==> src/rtl/vpc_ctrl_if.sv <==
// Fetch-stage bus between the IF pipeline logic and the virtual PC controller.
// The pipeline side is the master; vpc_ctrl is the slave.
interface vpc_ctrl_if #(
   parameter int WIDTH = 32
);
   // e is a plain advance strobe with no ready return: every request the
   // pipeline presents while e=1 is consumed on that clock edge.
   // exc_req and adel are the exceptions to this: they are taken even when e=0.
   logic             e;
   logic             br_taken;
   logic [WIDTH-1:0] br_target;
   logic             jmp;
   logic [WIDTH-1:0] jmp_target;
   logic             exc_req;
   logic [4:0]       exc_code;
   logic             in_delay_slot;
   logic             eret;
   logic [WIDTH-1:0] q;
   logic [WIDTH-1:0] epc;
   logic [4:0]       cause;
   logic             bd;
   logic             exl;
   logic [WIDTH-1:0] badvaddr;
   logic             redirect;

   modport master (
      output e, br_taken, br_target, jmp, jmp_target,
             exc_req, exc_code, in_delay_slot, eret,
      input  q, epc, cause, bd, exl, badvaddr, redirect
   );

   modport slave (
      input  e, br_taken, br_target, jmp, jmp_target,
             exc_req, exc_code, in_delay_slot, eret,
      output q, epc, cause, bd, exl, badvaddr, redirect
   );
endinterface

==> src/rtl/vpc_ctrl.sv <==
// MIPS32 fetch PC with fixed-priority next-PC selection and exception state.
// The mode FSM is observable directly on bus.exl (1 = KERNEL_EXC, 0 = NORMAL).
module vpc_ctrl #(
   parameter int               WIDTH        = 32,
   parameter logic [WIDTH-1:0] RESET_VECTOR = 32'h8000_0000,
   parameter logic [WIDTH-1:0] EXC_VECTOR   = 32'h8000_0180,
   parameter int               INC          = 4,
   parameter int               ALIGN_BITS   = 2
) (
   input  logic              clk,
   input  logic              clrn,
   vpc_ctrl_if.slave         bus
);
   typedef enum logic {NORMAL = 1'b0, KERNEL_EXC = 1'b1} mode_t;

   // ALIGN_BITS=0 gives an all-zero mask, which disables the address check.
   localparam logic [WIDTH-1:0] ALIGN_MASK = WIDTH'((64'd1 << ALIGN_BITS) - 64'd1);
   localparam logic [4:0]       CAUSE_ADEL = 5'd4;

   mode_t            state, state_n;
   logic [WIDTH-1:0] q_r, q_n;
   logic [WIDTH-1:0] epc_r, epc_n;
   logic [4:0]       cause_r, cause_n;
   logic             bd_r, bd_n;
   logic [WIDTH-1:0] badvaddr_r, badvaddr_n;
   logic             redirect_r, redirect_n;

   logic [WIDTH-1:0] sel_target;
   logic             adel;

   // jmp outranks br_taken, so only the jump target is checked when both fire.
   assign sel_target = bus.jmp ? bus.jmp_target : bus.br_target;
   assign adel       = (bus.jmp || bus.br_taken) && ((sel_target & ALIGN_MASK) != '0);

   always_ff @(posedge clk or negedge clrn) begin
      if (!clrn) begin
         state      <= KERNEL_EXC;
         q_r        <= RESET_VECTOR;
         epc_r      <= '0;
         cause_r    <= '0;
         bd_r       <= 1'b0;
         badvaddr_r <= '0;
         redirect_r <= 1'b0;
      end else begin
         state      <= state_n;
         q_r        <= q_n;
         epc_r      <= epc_n;
         cause_r    <= cause_n;
         bd_r       <= bd_n;
         badvaddr_r <= badvaddr_n;
         redirect_r <= redirect_n;
      end
   end

   always_comb begin
      state_n    = state;
      q_n        = q_r;
      epc_n      = epc_r;
      cause_n    = cause_r;
      bd_n       = bd_r;
      badvaddr_n = badvaddr_r;
      redirect_n = 1'b0;

      if (bus.exc_req || adel) begin
         q_n        = EXC_VECTOR;
         redirect_n = 1'b1;
         // A nested exception keeps the original return context.
         if (state == NORMAL) begin
            epc_n   = bus.in_delay_slot ? (q_r - WIDTH'(INC)) : q_r;
            bd_n    = bus.in_delay_slot;
            state_n = KERNEL_EXC;
         end
         if (bus.exc_req) begin
            cause_n = bus.exc_code;
         end else begin
            cause_n    = CAUSE_ADEL;
            badvaddr_n = sel_target;
         end
      end else if (bus.e) begin
         if (bus.eret && (state == KERNEL_EXC)) begin
            q_n        = epc_r;
            state_n    = NORMAL;
            redirect_n = 1'b1;
         end else if (bus.jmp) begin
            q_n        = bus.jmp_target;
            redirect_n = 1'b1;
         end else if (bus.br_taken) begin
            q_n        = bus.br_target;
            redirect_n = 1'b1;
         end else begin
            q_n = q_r + WIDTH'(INC);
         end
      end
   end

   assign bus.q        = q_r;
   assign bus.epc      = epc_r;
   assign bus.cause    = cause_r;
   assign bus.bd       = bd_r;
   assign bus.exl      = (state == KERNEL_EXC);
   assign bus.badvaddr = badvaddr_r;
   assign bus.redirect = redirect_r;
endmodule

==> src/flat_wrapper.sv <==
// flat-port wrapper written by rule: the top's interface ports become plain ports
module vpc_ctrl_flat 
#(
   parameter int               WIDTH        = 32,
   parameter logic [WIDTH-1:0] RESET_VECTOR = 32'h8000_0000,
   parameter logic [WIDTH-1:0] EXC_VECTOR   = 32'h8000_0180,
   parameter int               INC          = 4,
   parameter int               ALIGN_BITS   = 2
)
  (clk, clrn, bus_e, bus_br_taken, bus_br_target, bus_jmp, bus_jmp_target, bus_exc_req, bus_exc_code, bus_in_delay_slot, bus_eret, bus_q, bus_epc, bus_cause, bus_bd, bus_exl, bus_badvaddr, bus_redirect);
  vpc_ctrl_if #(.WIDTH(WIDTH)) bus_i ();
  input  logic clk;
  input  logic clrn;
  input wire logic [$bits(bus_i.e)-1:0] bus_e;
  input wire logic [$bits(bus_i.br_taken)-1:0] bus_br_taken;
  input wire logic [$bits(bus_i.br_target)-1:0] bus_br_target;
  input wire logic [$bits(bus_i.jmp)-1:0] bus_jmp;
  input wire logic [$bits(bus_i.jmp_target)-1:0] bus_jmp_target;
  input wire logic [$bits(bus_i.exc_req)-1:0] bus_exc_req;
  input wire logic [$bits(bus_i.exc_code)-1:0] bus_exc_code;
  input wire logic [$bits(bus_i.in_delay_slot)-1:0] bus_in_delay_slot;
  input wire logic [$bits(bus_i.eret)-1:0] bus_eret;
  output wire logic [$bits(bus_i.q)-1:0] bus_q;
  output wire logic [$bits(bus_i.epc)-1:0] bus_epc;
  output wire logic [$bits(bus_i.cause)-1:0] bus_cause;
  output wire logic [$bits(bus_i.bd)-1:0] bus_bd;
  output wire logic [$bits(bus_i.exl)-1:0] bus_exl;
  output wire logic [$bits(bus_i.badvaddr)-1:0] bus_badvaddr;
  output wire logic [$bits(bus_i.redirect)-1:0] bus_redirect;
  assign bus_i.e = bus_e;
  assign bus_i.br_taken = bus_br_taken;
  assign bus_i.br_target = bus_br_target;
  assign bus_i.jmp = bus_jmp;
  assign bus_i.jmp_target = bus_jmp_target;
  assign bus_i.exc_req = bus_exc_req;
  assign bus_i.exc_code = bus_exc_code;
  assign bus_i.in_delay_slot = bus_in_delay_slot;
  assign bus_i.eret = bus_eret;
  assign bus_q = bus_i.q;
  assign bus_epc = bus_i.epc;
  assign bus_cause = bus_i.cause;
  assign bus_bd = bus_i.bd;
  assign bus_exl = bus_i.exl;
  assign bus_badvaddr = bus_i.badvaddr;
  assign bus_redirect = bus_i.redirect;
  vpc_ctrl #(.WIDTH(WIDTH), .RESET_VECTOR(RESET_VECTOR), .EXC_VECTOR(EXC_VECTOR), .INC(INC), .ALIGN_BITS(ALIGN_BITS)) u_core (.clk(clk), .clrn(clrn), .bus(bus_i));
endmodule
==> config.mk <==
export PLATFORM = sky130hd
export DESIGN_NAME = vpc_ctrl_flat
export DESIGN_NICKNAME = d
export VERILOG_FILES = /design/src/rtl/vpc_ctrl_if.sv /design/src/rtl/vpc_ctrl.sv /design/src/flat_wrapper.sv
export SDC_FILE = /design/constraint.sdc
export NUM_CORES = 1
export LEC_CHECK = 0
export ABC_AREA = 1
export ABC_CLOCK_PERIOD_IN_PS = 2000
export CAP_MARGIN = 20
export CORE_MARGIN = 4
export CORE_UTILIZATION = 49
export CTS_CLUSTER_SIZE = 30
export DETAILED_ROUTE_END_ITERATION = 12
export MAX_ROUTING_LAYER = met4
export PLACE_DENSITY = 0.81
export SYNTH_ARGS = -nofsm -noshare
export SYNTH_HDL_FRONTEND = slang
export SYNTH_SLANG_ARGS = --single-unit
==> constraint.sdc <==
create_clock -name clk -period 2 [get_ports clk]
set_input_delay 0.4 -clock clk [delete_from_list [all_inputs] [get_ports clk]]
set_output_delay 0.4 -clock clk [all_outputs]
set_load 0.01 [all_outputs]
==> impl_metrics.tcl <==
set metrics [dict create \
    r2r-end "u_core.bus.q[6]" \
    cts.root.buffer_cell "clkbuf_16" \
    grt_pass1_wl_um 39100 \
    antenna_cells 0 \
    slew_violations 0 \
    initial_core_util_pct 50.4 \
    max-vdd-ir-drop_mv 0.495 \
    grt_usage_pct 32.3 \
    reg2reg_slack_ns 0.13 \
    hold_path.class "flop to flop" \
    worst_pin_slew_ns 0.446 \
    final_util_pct 71.4 \
    clk_pin_slew_ns 0.07 \
    core_sq_mm 0.0133 \
    yosysUniqueCellTypes 43 \
    grt_max_degree 40 \
    synth.avg_cell_area_sq_um 6.95 \
    worst_hold_path.num_cells 2 \
    synth_fp_nets 1043 \
    setup_violations 0 \
    drt_iter0_drc 851 \
    die-width_um 125 \
    gp_congestion 0.990 \
    ios 181 \
    h-tree-depth 3 \
    status "finished, final reports clean" \
    drc 0 \
    final_common_cell "nand2_1" \
    wl_um 24400 \
    ys_seq_area_share_pct 38.9 \
    hpwl_um 19100 \
    drive_gt1_share_pct 13.0 \
    ys_warn_count 0 \
    hp-start "u_core.bus.bd" \
    power_density_mw_per_mm2 685 \
    path_cells "buf_4 > clkdlybuf4s50_1" \
    cp.depth 2 \
    cpMaxStageDelayCell "clkdlybuf4s50_1" \
    grt_pass1_vias 7285 \
    holdWs_ns 0.474 \
    period_needed_ns 1.96 \
    mostFrequentLayoutCells "nand2_1 (302), clkdlybuf4s50_1 (178), nor2_1 (102)" \
    drv_cap 0 \
    crit_path_end_kind "output pin" \
    die_h_um 125 \
    maxSlewHeadroom_pct 70.2 \
    rsz0062_at_grt "no" \
    clock_latency_ns 0.36 \
    cp_data_arrival_time_ns 1.56 \
    via_per_inst 5.51 \
    async_flop_share_pct 100 \
    cts_inserted_buffers 9 \
    final_hold_viol_count 0 \
    power_leakage_uw 0.00425 \
    crit_family "buffers and inverters" \
    wl_per_cell_um 17.9 \
    num_rows 42 \
    critical_path_class "flop to output pin" \
    antenna_found_initial 0 \
    portBuffers 180 \
    path_buf_inv 2 \
    fmax_ghz 0.511 \
    cts_setup_buffers 0 \
    grt_overflow 0 \
    postRouteAntennaNets 0 \
    startpoint "u_core.bus.q[13]" \
    critical-path-max-stage-delay_ns 0.55 \
    nNetsFinal 1259 \
    firstDrtPassIters 5 \
    cts_buffer_depth 2 \
    synth_cells 964 \
    cp_max_fo 5 \
    r2r_start "u_core.bus.q[3]" \
    num_vias 7501 \
    placed_area_sq_mm 0.00913 \
    dieArea_sq_mm 0.0156 \
    layout_worst_path_cycle_share_pct 97.9 \
    cts_tree "yes" \
    synth_ff_type "dfrtp_1" \
    area_growth_pct 41.6 \
    fin_area_sq_mm 0.00949 \
    crit_end "bus_q[13]" \
    fin_worst_skew_ns 0.00416 \
    syn_area_sq_mm 0.00670 \
    synth_edf_count 0 \
    ys_ff_latch 104 \
    start_kind "flop" \
    r2r_cells 9 \
    cts_sinks 104 \
    required_ns 1.60 \
]
## logic make-up (layout without fill, tap and decap cells)
logic type	Yosys count	after routing	share of synthesized area, %
xor gates and xnor gates	24	24	3.14
DFF	104	104	38.9
AOI/OAI and AO/OA	181	181	16.2
and+or+nand+nor	523	523	32.5
adders and majority gates	2	2	0.373
buffers and inverters	130	351	8.92
## Yosys cell counts (3+ instances only)
library cell	number	area (sq um)
inv_1	69	259
o41ai_1	4	35.0
o211ai_1	22	165
o21ai_0	43	215
clkbuf_1	20	75.1
buf_4	8	60.1
buf_6	6	67.6
nor3_1	9	45.0
nor2_2	6	37.5
nand2_1	302	1130
xor2_1	23	201
buf_2	20	100
o22ai_1	9	56.3
o21a_1	18	135
nand4_1	5	31.3
nand3_1	69	345
or2_2	11	68.8
a31oi_1	3	18.8
o21ai_1	29	145
dfrtp_1	102	2550
a22o_1	4	35.0
a21oi_1	39	195
inv_2	3	11.3
nor2_1	112	420
## area by class of cell
| type | count | area, sq um |
|---|---|---|
| inverter | 76 | 295 |
| clock buffer | 9 | 225 |
| tap | 176 | 220 |
| timing repair buffer | 259 | 2510 |
| fill | 1114 | 3800 |
| sequential | 104 | 2620 |
| clock inverter | 7 | 70.1 |
| multi-input combinational | 730 | 3550 |
## registers in the layout, summed over array words and instances, names as in the netlist
register	flops
u_core.bus.badvaddr	32
u_core.bus.epc	32
u_core.bus.q	32
u_core.bus.cause	5
u_core.bus.bd	1
u_core.bus.exl	1
u_core.bus.redirect	1
## stage by stage
stage	setup TNS, ns	worst slack, ns	instances	power, uW
floorplan	0	0.297	964	3500
global placement	-0.657	-0.0959	1344	4660
detailed placement	-1.93	-0.137	1344	4690
CTS	0	0.0279	1361	6510
global route	0	0.00270	1361	6800
finish	0	0.0429	1361	6500
## how the worst min path moves through the flow
stage / endpoint / slack, ns
after CTS: u_core.bus.bd / 0.48
after detailed placement: u_core.bus.bd / 0.37
after floorplan: u_core.bus.badvaddr[0] / 0.10
final: u_core.bus.bd / 0.47
after global routing: u_core.bus.bd / 0.50
after global placement: u_core.bus.bd / 0.37
## layer usage
| layer | global-route usage [%] | up-vias | part of all wire [%] |
|---|---|---|---|
| met5 | - | - | 0 |
| met4 | 11.7 | 0 | 2.6 |
| met3 | 6.61 | 49 | 9.3 |
| met2 | 47.2 | 399 | 45 |
| met1 | 44.7 | 3479 | 43 |
| li1 | - | 3574 | - |
## timing repair
item / in CTS / in global routing
pin swaps: 0 / 3
endpoints found under the hold margin: 15 / 0
resized for setup: 2 / 26
hold buffers: 1 / 0
setup endpoints to repair: 2 / 23
## report_power, final
part,switching (uW),leakage [uW],internal (uW)
Sequential,264,0.00130,2400
Combinational,988,0.00280,1040
Clock,844,0.000146,971
Total,2100,0.00425,4410
## worst reg2reg max path, stage by stage, from the launching register on
cell,delay [ns]
dfrtp_2,0.41
ha_1,0.19
nand2_1,0.09
nor2_2,0.13
inv_1,0.07
buf_4,0.13
a21oi_1,0.11
o21ai_0,0.16
a21oi_1,0.32
o22ai_1,0.14
(Power assumes the default switching activity.)
